<file path="config.mk">
export PLATFORM = sky130hd
export DESIGN_NAME = seq_detector_param
export DESIGN_NICKNAME = d
export VERILOG_FILES = /design/src/rtl/seq_det_pkg.sv /design/src/rtl/seq_det_sat_counter.sv /design/src/rtl/seq_detector_param.sv
export SDC_FILE = /design/constraint.sdc
export NUM_CORES = 1
export LEC_CHECK = 0
export ABC_AREA = 0
export BUFFER_PORTS_ARGS = -buffer_cell sky130_fd_sc_hd__buf_2
export CORE_AREA = 2 2 39 41
export CTS_BUF_LIST = sky130_fd_sc_hd__clkbuf_2
export CTS_CLUSTER_DIAMETER = 150
export DETAILED_ROUTE_END_ITERATION = 16
export DIE_AREA = 0 0 41 43
export GPL_ROUTABILITY_DRIVEN = 0
export GPL_TIMING_DRIVEN = 0
export SLEW_MARGIN = 20
export SYNTH_ARGS = -nofsm -noshare
export SYNTH_HDL_FRONTEND = slang
export SYNTH_SLANG_ARGS = --single-unit
</file>
<file path="constraint.sdc">
create_clock -name clk -period 1.9 [get_ports clk]
set_clock_uncertainty 0.15 [all_clocks]
set_input_delay 0.285 -clock clk [delete_from_list [all_inputs] [get_ports clk]]
set_output_delay 0.285 -clock clk [all_outputs]
set_load 0.02 [all_outputs]
</file>
<file path="src/rtl/seq_det_pkg.sv">
// -----------------------------------------------------------------------------
// seq_det_pkg
//   Shared definitions for the parametrised serial pattern detector.
//   - PAT_W_MAX  : widest pattern the detector supports
//   - det_mode_t : overlapping / non-overlapping detection mode
//   - match_fn   : compares the accepted history plus the current bit against
//                  the pattern. Only the low pat_w bits take part.
// -----------------------------------------------------------------------------
package seq_det_pkg;

  localparam int PAT_W_MAX = 16;

  typedef enum logic {
    MODE_NONOVL = 1'b0,
    MODE_OVL    = 1'b1
  } det_mode_t;

  // hist and pattern are zero-extended to the maximum width by the caller.
  // The current bit x becomes bit 0 of the compared word, so the MSB of the
  // pattern lines up with the oldest history bit.
  function automatic logic match_fn(
    input logic [PAT_W_MAX-2:0] hist,
    input logic                 x,
    input logic [PAT_W_MAX-1:0] pattern,
    input int unsigned          pat_w
  );
    logic [PAT_W_MAX-1:0] word;
    logic                 eq;
    word = {hist, x};
    eq   = 1'b1;
    for (int i = 0; i < PAT_W_MAX; i++) begin
      if ((i < pat_w) && (word[i] != pattern[i])) begin
        eq = 1'b0;
      end else begin
        eq = eq;
      end
    end
    return eq;
  endfunction

endpackage

</file>
<file path="src/rtl/seq_det_sat_counter.sv">
// -----------------------------------------------------------------------------
// sat_counter
//   Saturating up-counter with a sticky saturation flag.
//   Ports:
//     clk    in  1  clock, rising edge
//     reset  in  1  synchronous, active-high reset
//     inc    in  1  count one event this cycle
//     cnt    out W  current count, stops at all-ones
//     sat    out 1  set in the same edge the count reaches all-ones; cleared
//                   only by reset
// -----------------------------------------------------------------------------
module sat_counter #(
  parameter int W = 8
) (
  input  logic         clk,
  input  logic         reset,
  input  logic         inc,
  output logic [W-1:0] cnt,
  output logic         sat
);

  localparam logic [W-1:0] ALL_ONES = {W{1'b1}};

  logic [W-1:0] cnt_r;
  logic [W-1:0] cnt_n_s;
  logic         sat_r;

  // Next count: increment unless already saturated.
  always_comb begin
    cnt_n_s = cnt_r;
    if (inc && (cnt_r != ALL_ONES)) begin
      cnt_n_s = cnt_r + {{(W-1){1'b0}}, 1'b1};
    end else begin
      cnt_n_s = cnt_r;
    end
  end

  // Count and sticky saturation flag registers.
  always_ff @(posedge clk) begin
    if (reset) begin
      cnt_r <= {W{1'b0}};
      sat_r <= 1'b0;
    end else begin
      cnt_r <= cnt_n_s;
      sat_r <= sat_r | (cnt_n_s == ALL_ONES);
    end
  end

  assign cnt = cnt_r;
  assign sat = sat_r;

endmodule

</file>
<file path="src/rtl/seq_detector_param.sv">
// -----------------------------------------------------------------------------
// seq_detector_param
//   Parametrised serial pattern detector on a 1-bit stream, with run-time
//   overlapping / non-overlapping selection and an input qualifier.
//   Optional feature macro: SEQ_DET_CNT_EN adds a saturating match counter;
//   without it match_cnt and cnt_sat are tied to zero.
//   Parameters: PAT_W (2..16), PATTERN (MSB = oldest bit), CNT_W.
//   Ports:
//     clk        in  1      clock, rising edge
//     reset      in  1      synchronous, active-high reset
//     x          in  1      serial data bit, used only when en=1
//     en         in  1      x is a valid bit this cycle
//     overlap    in  1      1 = overlapping, 0 = history cleared on a match
//     y_mealy    out 1      combinational match strobe on the last pattern bit
//     y_moore    out 1      registered match strobe, one cycle after y_mealy
//     match_cnt  out CNT_W  saturating match count
//     cnt_sat    out 1      sticky: match_cnt has reached all-ones
// -----------------------------------------------------------------------------
module seq_detector_param
  import seq_det_pkg::*;
#(
  parameter int               PAT_W   = 3,
  parameter logic [PAT_W-1:0] PATTERN = 3'b101,
  parameter int               CNT_W   = 8
) (
  input  logic             clk,
  input  logic             reset,
  input  logic             x,
  input  logic             en,
  input  logic             overlap,
  output logic             y_mealy,
  output logic             y_moore,
  output logic [CNT_W-1:0] match_cnt,
  output logic             cnt_sat
);

  localparam int               FILL_W    = $clog2(PAT_W);
  localparam logic [FILL_W-1:0] FILL_FULL = FILL_W'(PAT_W - 1);

  logic [PAT_W-2:0]  hist_r;
  logic [PAT_W-2:0]  hist_n_s;
  logic [FILL_W-1:0] fill_r;
  logic [FILL_W-1:0] fill_n_s;
  logic [PAT_W-1:0]  shift_s;
  logic              full_s;
  logic              hit_s;
  logic              y_moore_r;
  det_mode_t         mode_s;

  // Match decode. A hit needs a full history so that no match can be built
  // from bits that pre-date reset or a non-overlap clear.
  always_comb begin
    mode_s  = det_mode_t'(overlap);
    full_s  = (fill_r == FILL_FULL);
    shift_s = {hist_r, x};
    hit_s   = en & full_s &
              match_fn((PAT_W_MAX-1)'(hist_r), x, PAT_W_MAX'(PATTERN), PAT_W);
  end

  // History / fill next state. The shifted word drops its oldest bit, which
  // also covers PAT_W=2 where the history is a single bit.
  always_comb begin
    hist_n_s = hist_r;
    fill_n_s = fill_r;
    if (en) begin
      if (hit_s && (mode_s == MODE_NONOVL)) begin
        hist_n_s = {(PAT_W-1){1'b0}};
        fill_n_s = {FILL_W{1'b0}};
      end else begin
        hist_n_s = shift_s[PAT_W-2:0];
        fill_n_s = full_s ? fill_r : (fill_r + {{(FILL_W-1){1'b0}}, 1'b1});
      end
    end else begin
      hist_n_s = hist_r;
      fill_n_s = fill_r;
    end
  end

  // History, fill and registered match strobe.
  always_ff @(posedge clk) begin
    if (reset) begin
      hist_r    <= {(PAT_W-1){1'b0}};
      fill_r    <= {FILL_W{1'b0}};
      y_moore_r <= 1'b0;
    end else begin
      hist_r    <= hist_n_s;
      fill_r    <= fill_n_s;
      y_moore_r <= hit_s;
    end
  end

  assign y_mealy = hit_s & ~reset;
  assign y_moore = y_moore_r;

`ifdef SEQ_DET_CNT_EN
  sat_counter #(
    .W (CNT_W)
  ) u_sat_counter (
    .clk   (clk),
    .reset (reset),
    .inc   (hit_s),
    .cnt   (match_cnt),
    .sat   (cnt_sat)
  );
`else
  assign match_cnt = {CNT_W{1'b0}};
  assign cnt_sat   = 1'b0;
`endif

endmodule

</file>
==> summary.md, run 1 <==
The run finished with clean final reports. For this design the ratio of total power to cell area is 644 mW/mm². The clock root buffer was sky130_fd_sc_hd__clkbuf_2.

The post-CTS setup-driven buffer insertion count is 0, and the insertion delay of the later-clocked pin in the worst-skew pair is 0.22 ns. The via count of the first global-routing pass was 220; the first-pass GRT wire length was 883 µm. Together, buffers and inverters on the worst path number 2. The post-layout worst setup margin came out at 0.177 ns.

The tools report the largest net degree at the start of global routing as 11. The run gives 0 ns as the final sum of negative setup slack. At the end of the flow, the number of nets in the layout was 60. The H-tree depth was 1; the register bit total from synthesis was 5.

The total power of the final layout was 0.000284 W. Yosys printed 0 warnings. The worst register-to-register path has a depth of 4. Kind of end point of the critical path: an output pin. Across all register-to-register paths, the minimum setup slack is 0.43 ns. Counting instances, the worst hold path has a depth of 2.

The multi-input combinational cells in the finished layout cover a total of 196 µm². The area growth from synthesis to layout is 28.5%. At the worst endpoint, the required time is 1.46 ns. In the synthesized netlist, the number of instances is 36. The tools report the capture instance of the worst register-to-register path as fill_r[1].

In this run the standard cell core region covers 0.00138 mm². Dividing the final minimum period by the clock period gives 90.7%. The highest attainable clock frequency came out at 580 MHz. For this design, the slowest cell found on the critical path is sky130_fd_sc_hd__dfxtp_1. In the routed layout, each cell is associated on average with a via count of 3.84. The starting density of the core was 24.8%; the fraction of final layout cells with drive strength greater than 1 was 47.2%. Once detail routing completed, the nets flagged for antenna violations numbered 0. Input and output buffers added on the ports amount to 5.

The final critical path time including I/O delays and setup was 1.72 ns; the count of standard-cell rows was 14. Counting buffers and inverters, the worst setup path is 5 cells deep. The leakage dissipation came out at 0.214 nW. Hold repair after CTS inserted 0 buffers. Wires add up to 540 µm. The critical path is of the flip-flop to output pin type.

Setup repair after global routing left no endpoint under its margin. The die is 43 µm tall. Across the run, the number of max-cap violations was 0. Footprint of the flip-flops and latches: 100 µm².

Startpoint of the most critical register-to-register path: fill_r[0]. The final route contains 265 vias. After synthesis the cells add up to 343 µm². Before CTS, the worst setup slack after placement is 0.371 ns. The DRC marker count from the first detailed-route iteration came out at 6.

For the number of gates resized after CTS, the log shows 0. The fill cell instance count of the final layout was 151. The clock buffer count from CTS is 3.

IR analysis of the VDD net gives a maximum drop of 0.000373 V. Along the worst path, the maximum fanout reaches 6. The initial antenna violation count is 0, and the clock transition at the registers of the reported paths is 0.06 ns. The tools report the hold path endpoint as hist_r[0]. The die width came out at 41 µm. The run gives 19 as the number of library cell types mapped by synthesis. The tools report the startpoint type of the worst setup path as a flip-flop. For this run, design rule violations remaining after detail routing come to 0. The instance count after placement with tap cells included is 65.

Setup violations remaining at the end of the flow were counted as 0. For the worst setup path, the data arrival time is 1.29 ns. For the number of antenna diodes, the log shows 0.

In this design, the largest share of critical-path delay is due to flip-flops. The hold path startpoint was reset. Once layout is complete, the cells apart from fillers number 69. The tools report the final hold violation count as 0. 16 I/O pins were placed. The wire length per cell after detailed routing is 7.83 µm, and the mean instance size in the synthesized netlist is 9.52 µm². The class of the tightest hold or removal check was primary input to flip-flop. Before antenna repair, the detailed router went through 4 iterations. For the post-DP HPWL, the log shows 415 µm. The final max-slew violation count was 0.

The die covers 0.00176 mm². The logs give 8.54% for the total routing resource utilization after global routing and 5 for the sink count of the clock tree. The largest single stage delay on the critical path is 0.33 ns. The signal on the critical path passes through inv_1 -> ha_2 -> nand3b_1 -> nor3_1 -> buf_2. Counting along the longest clock path gives a buffer depth of 2. For this run, the register share of the synthesized area comes to 29.2%. After global routing the overflow that remains totals 0. TritonCTS built the clock tree.
Yosys cell counts:
cell type / n / area share, %
sky130_fd_sc_hd__or4b_4: 1 / 4.0
sky130_fd_sc_hd__nand2b_1: 1 / 1.8
sky130_fd_sc_hd__o211ai_1: 1 / 2.2
sky130_fd_sc_hd__or4b_1: 1 / 2.9
sky130_fd_sc_hd__o211ai_2: 1 / 3.6
sky130_fd_sc_hd__nor3_1: 2 / 2.9
sky130_fd_sc_hd__conb_1: 1 / 1.1
sky130_fd_sc_hd__nor2_1: 1 / 1.1
sky130_fd_sc_hd__nand2_1: 1 / 1.1
sky130_fd_sc_hd__or3b_2: 2 / 5.1
sky130_fd_sc_hd__mux2i_1: 1 / 2.9
sky130_fd_sc_hd__a211oi_1: 1 / 2.2
sky130_fd_sc_hd__and4bb_2: 1 / 3.6
sky130_fd_sc_hd__ha_1: 1 / 3.6
sky130_fd_sc_hd__inv_1: 1 / 1.1
sky130_fd_sc_hd__nor4bb_1: 1 / 2.9
sky130_fd_sc_hd__buf_4: 10 / 22
sky130_fd_sc_hd__dfxtp_1: 5 / 29
sky130_fd_sc_hd__nand3b_1: 3 / 6.6
worst max path at each step:
stage | start | end | slack [ns]
after global placement | fill_r[0] | y_mealy | 0.38
final | fill_r[0] | y_mealy | 0.18
after floorplan | fill_r[0] | y_mealy | 0.30
after detailed placement | fill_r[0] | y_mealy | 0.37
after CTS | fill_r[0] | y_mealy | 0.12
after global routing | fill_r[0] | y_mealy | 0.05
logic make-up (layout without fill, tap and decap cells):
family                   Yosys count  in the layout  share of synthesized area, %
adder cells (fa/ha/maj)            1              1                          3.65
AND/OR/NAND/NOR                   14             14                          32.1
AO/OA/AOI/OAI                      3              3                          8.03
multiplexers                       1              1                          2.92
flip-flops                         5              5                          29.2
other                              1              9                          1.09
buffers and inverters             11             20                          23.0
per-stage QoR:
stage	hold slack [ns]	instance area, µm²	utilization [%]
final	0.144	440	31.8
after global routing	0.144	440	31.8
after CTS	0.134	438	31.6
after detailed placement	0.363	418	30.2
after global placement	0.364	418	30.2
after floorplan	0.287	373	-
report_power, final:
group	internal (W)	leakage (nW)	switching, W
Combinational	0.0000323	0.156	0.0000330
Sequential	0.000112	0.0409	0.00000604
Clock	0.0000557	0.0166	0.0000447
cell usage in the layout (no fill, tap or decap), drive strengths merged:
cell and n:
nor3 2, or3b 2, conb 9, ha 1
inv 1, clkbuf 4, nand2 1, a211oi 1
nand2b 1, or4b 2, mux2i 1, dfxtp 5
and4bb 1, nor2 1, nand3b 3, nor4bb 1
o211ai 2, buf 15
sequential cells by signal, indices dropped and copies added, names as in the netlist:
name,flops
hist_r,2
y_moore,1
fill_r,2
per-layer routing:
| layer | vias up | GRT usage (%) | wire length, µm |
|---|---|---|---|
| li1 | 145 | - | - |
| met1 | 108 | 10.3 | 255 |
| met2 | 10 | 8.13 | 211 |
| met3 | 2 | 7.85 | 65 |
| met4 | 0 | 8.00 | 8 |
| met5 | - | 0 | 0 |
final cells by class:
cell class,instances,share of cell area (%)
Clock buffer,4,4.55
Multi-Input combinational cell,28,44.6
Timing Repair Buffer,5,5.68
Inverter,1,0.852
Sequential cell,5,22.7
Tap cell,16,4.55
Buffer,10,17.0
Note: power is estimated with default switching activity, not from simulation.
==> run 2, diff against run 1 <==
--- a/config.mk
+++ b/config.mk
@@ -6,12 +6,12 @@
 export NUM_CORES = 1
 export LEC_CHECK = 0
 export ABC_AREA = 0
-export BUFFER_PORTS_ARGS = -buffer_cell sky130_fd_sc_hd__buf_2
 export CORE_AREA = 2 2 39 41
 export CTS_BUF_LIST = sky130_fd_sc_hd__clkbuf_2
 export CTS_CLUSTER_DIAMETER = 150
 export DETAILED_ROUTE_END_ITERATION = 16
 export DIE_AREA = 0 0 41 43
+export DONT_BUFFER_PORTS = 1
 export GPL_ROUTABILITY_DRIVEN = 0
 export GPL_TIMING_DRIVEN = 0
 export SLEW_MARGIN = 20
==> run 2 against run 1 <==
Against the previous run: register-to-register slack worse by 0.03 ns; hold slack got worse by 0.072 ns; combinational power decreased by 9.3%; maximum frequency is 2.6% lower; via count fell by 8.7%; critical path depth fell by 1.
==> summary.md, run 2 (synthesized netlist as in run 1, its figures left out) <==
The via count of the first global-routing pass came out at 238 (+8.2%). The tools report the maximum VDD drop as 0.000231 V (-38%). The fill cell instance count of the final layout is 155 (+2.6%).

The largest net degree at the start of global routing was 11 (unchanged). The tools report the via total after detailed routing as 242 (-8.7%). Leakage dissipation: 0.193 nW (-9.9%). The peak fanout along the critical path came out at 6 (unchanged).

Cell count of the worst reg-to-reg path: 4 (unchanged). The fraction of final layout cells with drive strength greater than 1 came out at 41.7% (-5.5 points). The total congestion overflow came out at 0 (unchanged). The footprint of the flip-flops and latches was 100 µm² (unchanged); the post-detailed-route count of antenna-violating nets was 0 (unchanged). Via density per instance: 3.78 (-1.5%).

The maximum buffer depth of the clock tree is 2 (unchanged), and the count of standard-cell rows is 14 (unchanged). The height of the chip works out to 43 µm (unchanged). The tools report the H-tree depth as 1 (unchanged).

The tools report the area taken by multi-input logic gates as 199 µm² (+1.3%). Most common cell after layout, fill and taps aside: sky130_fd_sc_hd__buf_4. The highest attainable clock frequency was 565 MHz (-2.6%); the final hold violation count was 0 (unchanged). For the DRC marker count from the first detailed-route iteration, the log shows 8 (+2).

The sink count of the clock tree was 5 (unchanged); the total routing resource utilization after global routing was 7.94% (-0.60 points). The wire length per cell after detailed routing is 7.94 µm (+1.4%). STA classifies the critical path endpoint as an output pin.

TritonCTS built the clock tree. The number of max-cap violations is 0 (unchanged). For the final max-slew violation count, the log shows 0 (unchanged). The number of buffer and inverter instances along the worst setup path is 1 (-1). The number of stages on the worst setup path works out to 4 (-1). The insertion delay of the later-clocked pin in the worst-skew pair was 0.22 ns (about the same). Total of buffers placed on input and output ports: 0 (-5). The data required time at the worst endpoint is 1.46 ns (about the same). The final sum of negative setup slack came out at 0 ns (unchanged). Post-CTS setup-driven buffer insertion count: 0 (unchanged).

For the initial antenna violation count, the log shows 0 (unchanged). Compared with the post-synthesis result, the final layout area differs by 21.9%. The tightest min-delay check is of the primary input to flip-flop type. The final critical path time including I/O delays and setup is 1.77 ns (+0.0454 ns). The tree is rooted in a sky130_fd_sc_hd__clkbuf_2.

The logs give 0.00176 mm² (unchanged) for the full die area and 401 µm (-3.4%) for the post-DP HPWL. The run finished with clean final reports. The die width works out to 41 µm (unchanged). The critical path goes through inv_1 -> ha_1 -> nand3b_1 -> nor3_2. Post-layout utilization of the core: 30.2% (-1.6 points).

The first-pass GRT wire length came out at 917 µm (+3.9%). The startpoint-to-endpoint class of the critical path was flip-flop to output pin. The setup-violating endpoint count in the final report is 0 (unchanged), and the number of antenna diodes is 0 (unchanged). The power density over cell area works out to 661 mW/mm² (+2.6%).

The starting density of the core is 24.8% (unchanged), and the delay contributed by the slowest stage of the critical path is 0.37 ns (+0.04 ns). Startpoint type of the worst setup path: a flip-flop. In this design, the largest share of critical-path delay is due to simple AND/OR/NAND/NOR gates. The clock transition at the registers of the reported paths works out to 0.06 ns (about the same). The run gives 55 (-8.3%) as the count of nets after finishing. The top cell types in the final layout, fill and taps aside, are sky130_fd_sc_hd__buf_4, sky130_fd_sc_hd__conb_1, sky130_fd_sc_hd__dfxtp_1. The run gives 0.00138 mm² (unchanged) as the area of the placeable core.

The largest individual stage delay along the critical path comes from the cell sky130_fd_sc_hd__nor3_2. The run gives 16 (unchanged) as the top-level port count. The run gives 508 µm (-5.9%) as the final routed wirelength across all metal layers.

Setup repair after global routing left no endpoint under its margin. The remaining routing DRC violations is 0 (unchanged), and the total iterations of the first detailed-routing run is 2 (-2). The clock buffer count from CTS is 3 (unchanged), and the cell depth of the worst hold path is 2 (unchanged). The worst endpoint data arrival time is 1.33 ns (+0.04 ns).

The post-route clock period utilization was 93.1% (+2.4 points).
[run 2: changes by cell type in the layout (fill, tap and decap cells not counted), sizes merged]
cell and change:
buf -5
[run 2: routing by layer]
metal  track usage (%)  part of all wire (%)  up-vias
met1              8.39                    42       97
met5                 0                     0        -
met2              10.6                    45       11
met4              2.00                     0        0
li1                  -                     -      134
met3              8.38                    13        0
[run 2: cell type report]
cell class	count	share of cell area, %
buffer	10	18.0
tap	16	4.79
sequential	5	24.0
multi-input combinational	28	47.6
clock buffer	4	4.79
inverter	1	0.898
[run 2: metrics by stage]
stage          cell area, µm²  total power, W  setup slack [ns]  hold WS [ns]  instances
6_report                  418        0.000276             0.131        0.0717         64
5_1_grt                   418        0.000294            0.0487        0.0627         64
4_1_cts                   418        0.000282             0.109        0.0594         64
3_5_place_dp              393        0.000179             0.189         0.298         60
3_3_place_gp              393        0.000178             0.174         0.291         60
2_1_floorplan             373        0.000174             0.298         0.287         44
[run 2: repair_timing]
action,4_1_cts,5_1_grt
hold buffers,0,0
setup endpoints to repair,1,0
gates resized for setup,1,0
[run 2: final timing paths]
path / start / to / slack, ns
worst max-delay path: fill_r[0] / y_mealy / 0.13
worst min-delay path: en / hist_r[1] / 0.07
worst max register to register: fill_r[0] / fill_r[1] / 0.40
worst min register to register: hist_r[0] / hist_r[0] / 0.37
[run 2: where the power goes]
part	switching (W)	internal, W
registers	0.00000542	0.000112
logic	0.0000298	0.0000294
clock network	0.0000438	0.0000557
total	0.0000790	0.000197
==> run 3, diff against run 2 <==
--- a/config.mk
+++ b/config.mk
@@ -5,7 +5,7 @@
 export SDC_FILE = /design/constraint.sdc
 export NUM_CORES = 1
 export LEC_CHECK = 0
-export ABC_AREA = 0
+export ABC_AREA = 1
 export CORE_AREA = 2 2 39 41
 export CTS_BUF_LIST = sky130_fd_sc_hd__clkbuf_2
 export CTS_CLUSTER_DIAMETER = 150
==> run 3 against run 2 <==
Against the previous run: count of clock-buffer cells in the layout unchanged; sequential share of layout area increased by 0.22 points; global-route usage about the same; cell count increased by 14%; register-to-register slack improved by 0.04 ns; worst setup slack improved by 0.046 ns; highest routed layer is now met4.
==> summary.md, run 3 <==
The run gives 0 (unchanged) as the number of max-cap violations. The largest net degree at the start of global routing is 10 (-1), and the sink count of the clock tree is 5 (unchanged). Leakage dissipation: 0.218 nW (+13%). The total routing resource utilization after global routing was 7.96% (+0.016 points).

Startpoint of the most critical register-to-register path: fill_r[0]. The highest metal layer carrying signal wires in the routed design is met4. The number of enable-type register cells in the synthesized netlist is 0 (unchanged), and the cell count of the worst reg-to-reg path is 9 (+5). The remaining routing DRC violations was 0 (unchanged). The Yosys warning count came out at 0 (unchanged).

The run gives 0.224 ns (+0.0344 ns) as the pre-CTS setup slack. In the post-synthesis netlist, the cell with the most instances is sky130_fd_sc_hd__buf_4. The H-tree depth was 1 (unchanged).

Clock buffer count from CTS: 3 (unchanged). The share of async-settable or async-resettable flops after synthesis is 0% (unchanged), and the number of library cell types mapped by synthesis is 17 (-2). The endpoint identified for the worst register-to-register timing path is fill_r[0]. The tools report the hold path endpoint as y_moore. Register bit total from synthesis: 5 (unchanged). The kind of end point of the critical path is an output pin.

The logs give 16 (unchanged) for the top-level port count and 0.177 ns (+0.0461 ns) for the post-layout worst setup margin. The flip-flop cell with the highest count after synthesis was sky130_fd_sc_hd__dfxtp_1. The cell depth of the worst hold path was 2 (unchanged); the post-route clock period utilization was 90.7% (-2.4 points). The tools report the clock root buffer as sky130_fd_sc_hd__clkbuf_2. The sequential share of the synthesized area is 30.4% (+1.2 points), and the area of the placeable core is 0.00138 mm² (unchanged). The logs give 14 (unchanged) for the count of standard-cell rows and 1 (-1) for the total iterations of the first detailed-routing run. The wire length per cell after detailed routing was 7.26 µm (-8.5%). The height of the chip works out to 43 µm (unchanged). The post-layout utilization of the core was 29.9% (-0.27 points). Setup repair after global routing left no endpoint under its margin. The final hold violation count is 0 (unchanged).

The tools report the highest attainable clock frequency as 581 MHz (+2.7%). The first-pass GRT wire length came out at 876 µm (-4.5%). The final critical path time including I/O delays and setup was 1.72 ns (-0.0461 ns). The via density per instance is 3.64 (-3.6%).

The run finished with clean final reports. The tools report the count of nets after finishing as 64 (+16%). The maximum VDD drop is 0.000273 V (+18%). For the final max-slew violation count, the log shows 0 (unchanged). The clock transition at the registers of the reported paths was 0.05 ns (about the same).

The startpoint type of the worst setup path is a flip-flop. For the full die area, the log shows 0.00176 mm² (unchanged). The post-detailed-route count of antenna-violating nets is 0 (unchanged), and the post-synthesis cell count is 44 (+22%). The die width came out at 41 µm (unchanged). Post-DP HPWL: 403 µm (+0.60%). The worst endpoint data arrival time is 1.29 ns (-0.04 ns), and the setup slack of the most critical reg-to-reg path is 0.44 ns (+0.04 ns). Counting instances in the post-synthesis netlist gives the leading cell types as sky130_fd_sc_hd__buf_4, sky130_fd_sc_hd__inv_1, sky130_fd_sc_hd__dfxtp_1. For the DRC marker count from the first detailed-route iteration, the log shows 0 (-8). Via count of the first global-routing pass: 224 (-5.9%). Total congestion overflow: 0 (unchanged). The mean instance size in the synthesized netlist was 7.48 µm² (-21%).

The detailed-routing wirelength on met1 came out at 242 µm (+14%). The data required time at the worst endpoint is 1.46 ns (about the same). The starting density of the core is 23.8% (-0.99 points), and the final sum of negative setup slack is 0 ns (unchanged). The initial antenna violation count is 0 (unchanged).

The peak fanout along the critical path works out to 3 (-3). TritonCTS built the clock tree. The worst hold path belongs to the class primary input to flip-flop. The tools report the routed length on met3 as 39 µm (-40%). Leaving out fill and tap cells, the most frequent cells in the layout are sky130_fd_sc_hd__buf_4, sky130_fd_sc_hd__conb_1, sky130_fd_sc_hd__inv_1. Relative to the synthesized area, the layout overhead comes to 25.9%.

Area share of the largest cell type after synthesis: 30.4% (+1.2 points). The tools report the via total after detailed routing as 266 (+9.9%). The power density over cell area was 685 mW/mm² (+3.6%); the total of buffers placed on input and output ports was 0 (unchanged).

After synthesis, the cell types taking the most area are sky130_fd_sc_hd__dfxtp_1, sky130_fd_sc_hd__buf_4, sky130_fd_sc_hd__inv_1, sky130_fd_sc_hd__nand3_1, sky130_fd_sc_hd__a21oi_1. The run gives 0.21 ns (about the same) as the insertion delay of the later-clocked pin in the worst-skew pair. The fraction of final layout cells with drive strength greater than 1 came out at 35.1% (-6.6 points).

The run gives 0 (unchanged) as the setup-violating endpoint count in the final report. The number of antenna diodes came out at 0 (unchanged). The post-synthesis instance area came out at 329 µm² (-4.0%). The hold path startpoint was x. The tools report the total met2 wirelength after detailed routing as 237 µm (+3.9%). The maximum buffer depth of the clock tree is 2 (unchanged).

Largest area contributor in the synthesized netlist: sky130_fd_sc_hd__dfxtp_1. The startpoint-to-endpoint class of the critical path is flip-flop to output pin. The final routed wirelength across all metal layers came out at 530 µm (+4.3%).
[run 3: cells by family (layout without fill, tap and decap cells)]
group,count (synthesis),after routing,share of synthesized area [%]
and+or+nand+nor,16,16,25.9
adders and majority gates,1,1,3.80
buffers and inverters,16,21,30.8
DFF,5,5,30.4
AOI/OAI and AO/OA,5,5,7.98
other,1,9,1.14
[run 3: metrics by stage]
step	cells	area [µm²]	hold slack, ns	power, W
floorplan	52	359	0.204	0.000179
global placement	68	379	0.207	0.000184
detailed placement	68	379	0.208	0.000185
CTS	73	414	0.0562	0.000290
global route	73	414	0.0621	0.000307
finish	73	414	0.0705	0.000284
[run 3: worst max path at each step]
stage	end	cells after the start	slack, ns	from
finish	y_mealy	4	0.18	fill_r[0]
global route	y_mealy	4	0.07	fill_r[0]
CTS	y_mealy	4	0.15	fill_r[0]
detailed placement	y_mealy	4	0.22	fill_r[0]
global placement	y_mealy	4	0.22	fill_r[0]
floorplan	y_mealy	4	0.33	fill_r[0]
[run 3: metal layers]
layer  up-vias  GRT usage, %
li1        147             -
met5         -             0
met2         9          9.06
met4         0          10.0
met3         2          3.14
met1       108          9.42
[run 3: critical path: stages, from the launching register on]
cell and delay, ns:
sky130_fd_sc_hd__dfxtp_1 0.31, sky130_fd_sc_hd__inv_1 0.05, sky130_fd_sc_hd__ha_1 0.21, sky130_fd_sc_hd__nand3_1 0.17, sky130_fd_sc_hd__nor3_2 0.33
[run 3: where the power goes]
group          internal, W  switching (W)
clock network    0.0000557      0.0000425
logic            0.0000302      0.0000393
registers         0.000112     0.00000364
[run 3: repair_timing]
item,4_1_cts,5_1_grt
gates resized for setup,1,0
hold buffers,1,0
endpoints found under the hold margin,2,0
endpoints found under the setup margin,1,0
buffers inserted,0,0
[run 3: cell type report]
type | instances | area [µm²]
multi-input combinational | 31 | 163
clock buffer | 4 | 20.0
buffer | 10 | 78.8
inverter | 6 | 22.5
tap | 16 | 20.0
fill | 169 | 970
timing repair buffer | 1 | 10.0
sequential | 5 | 100
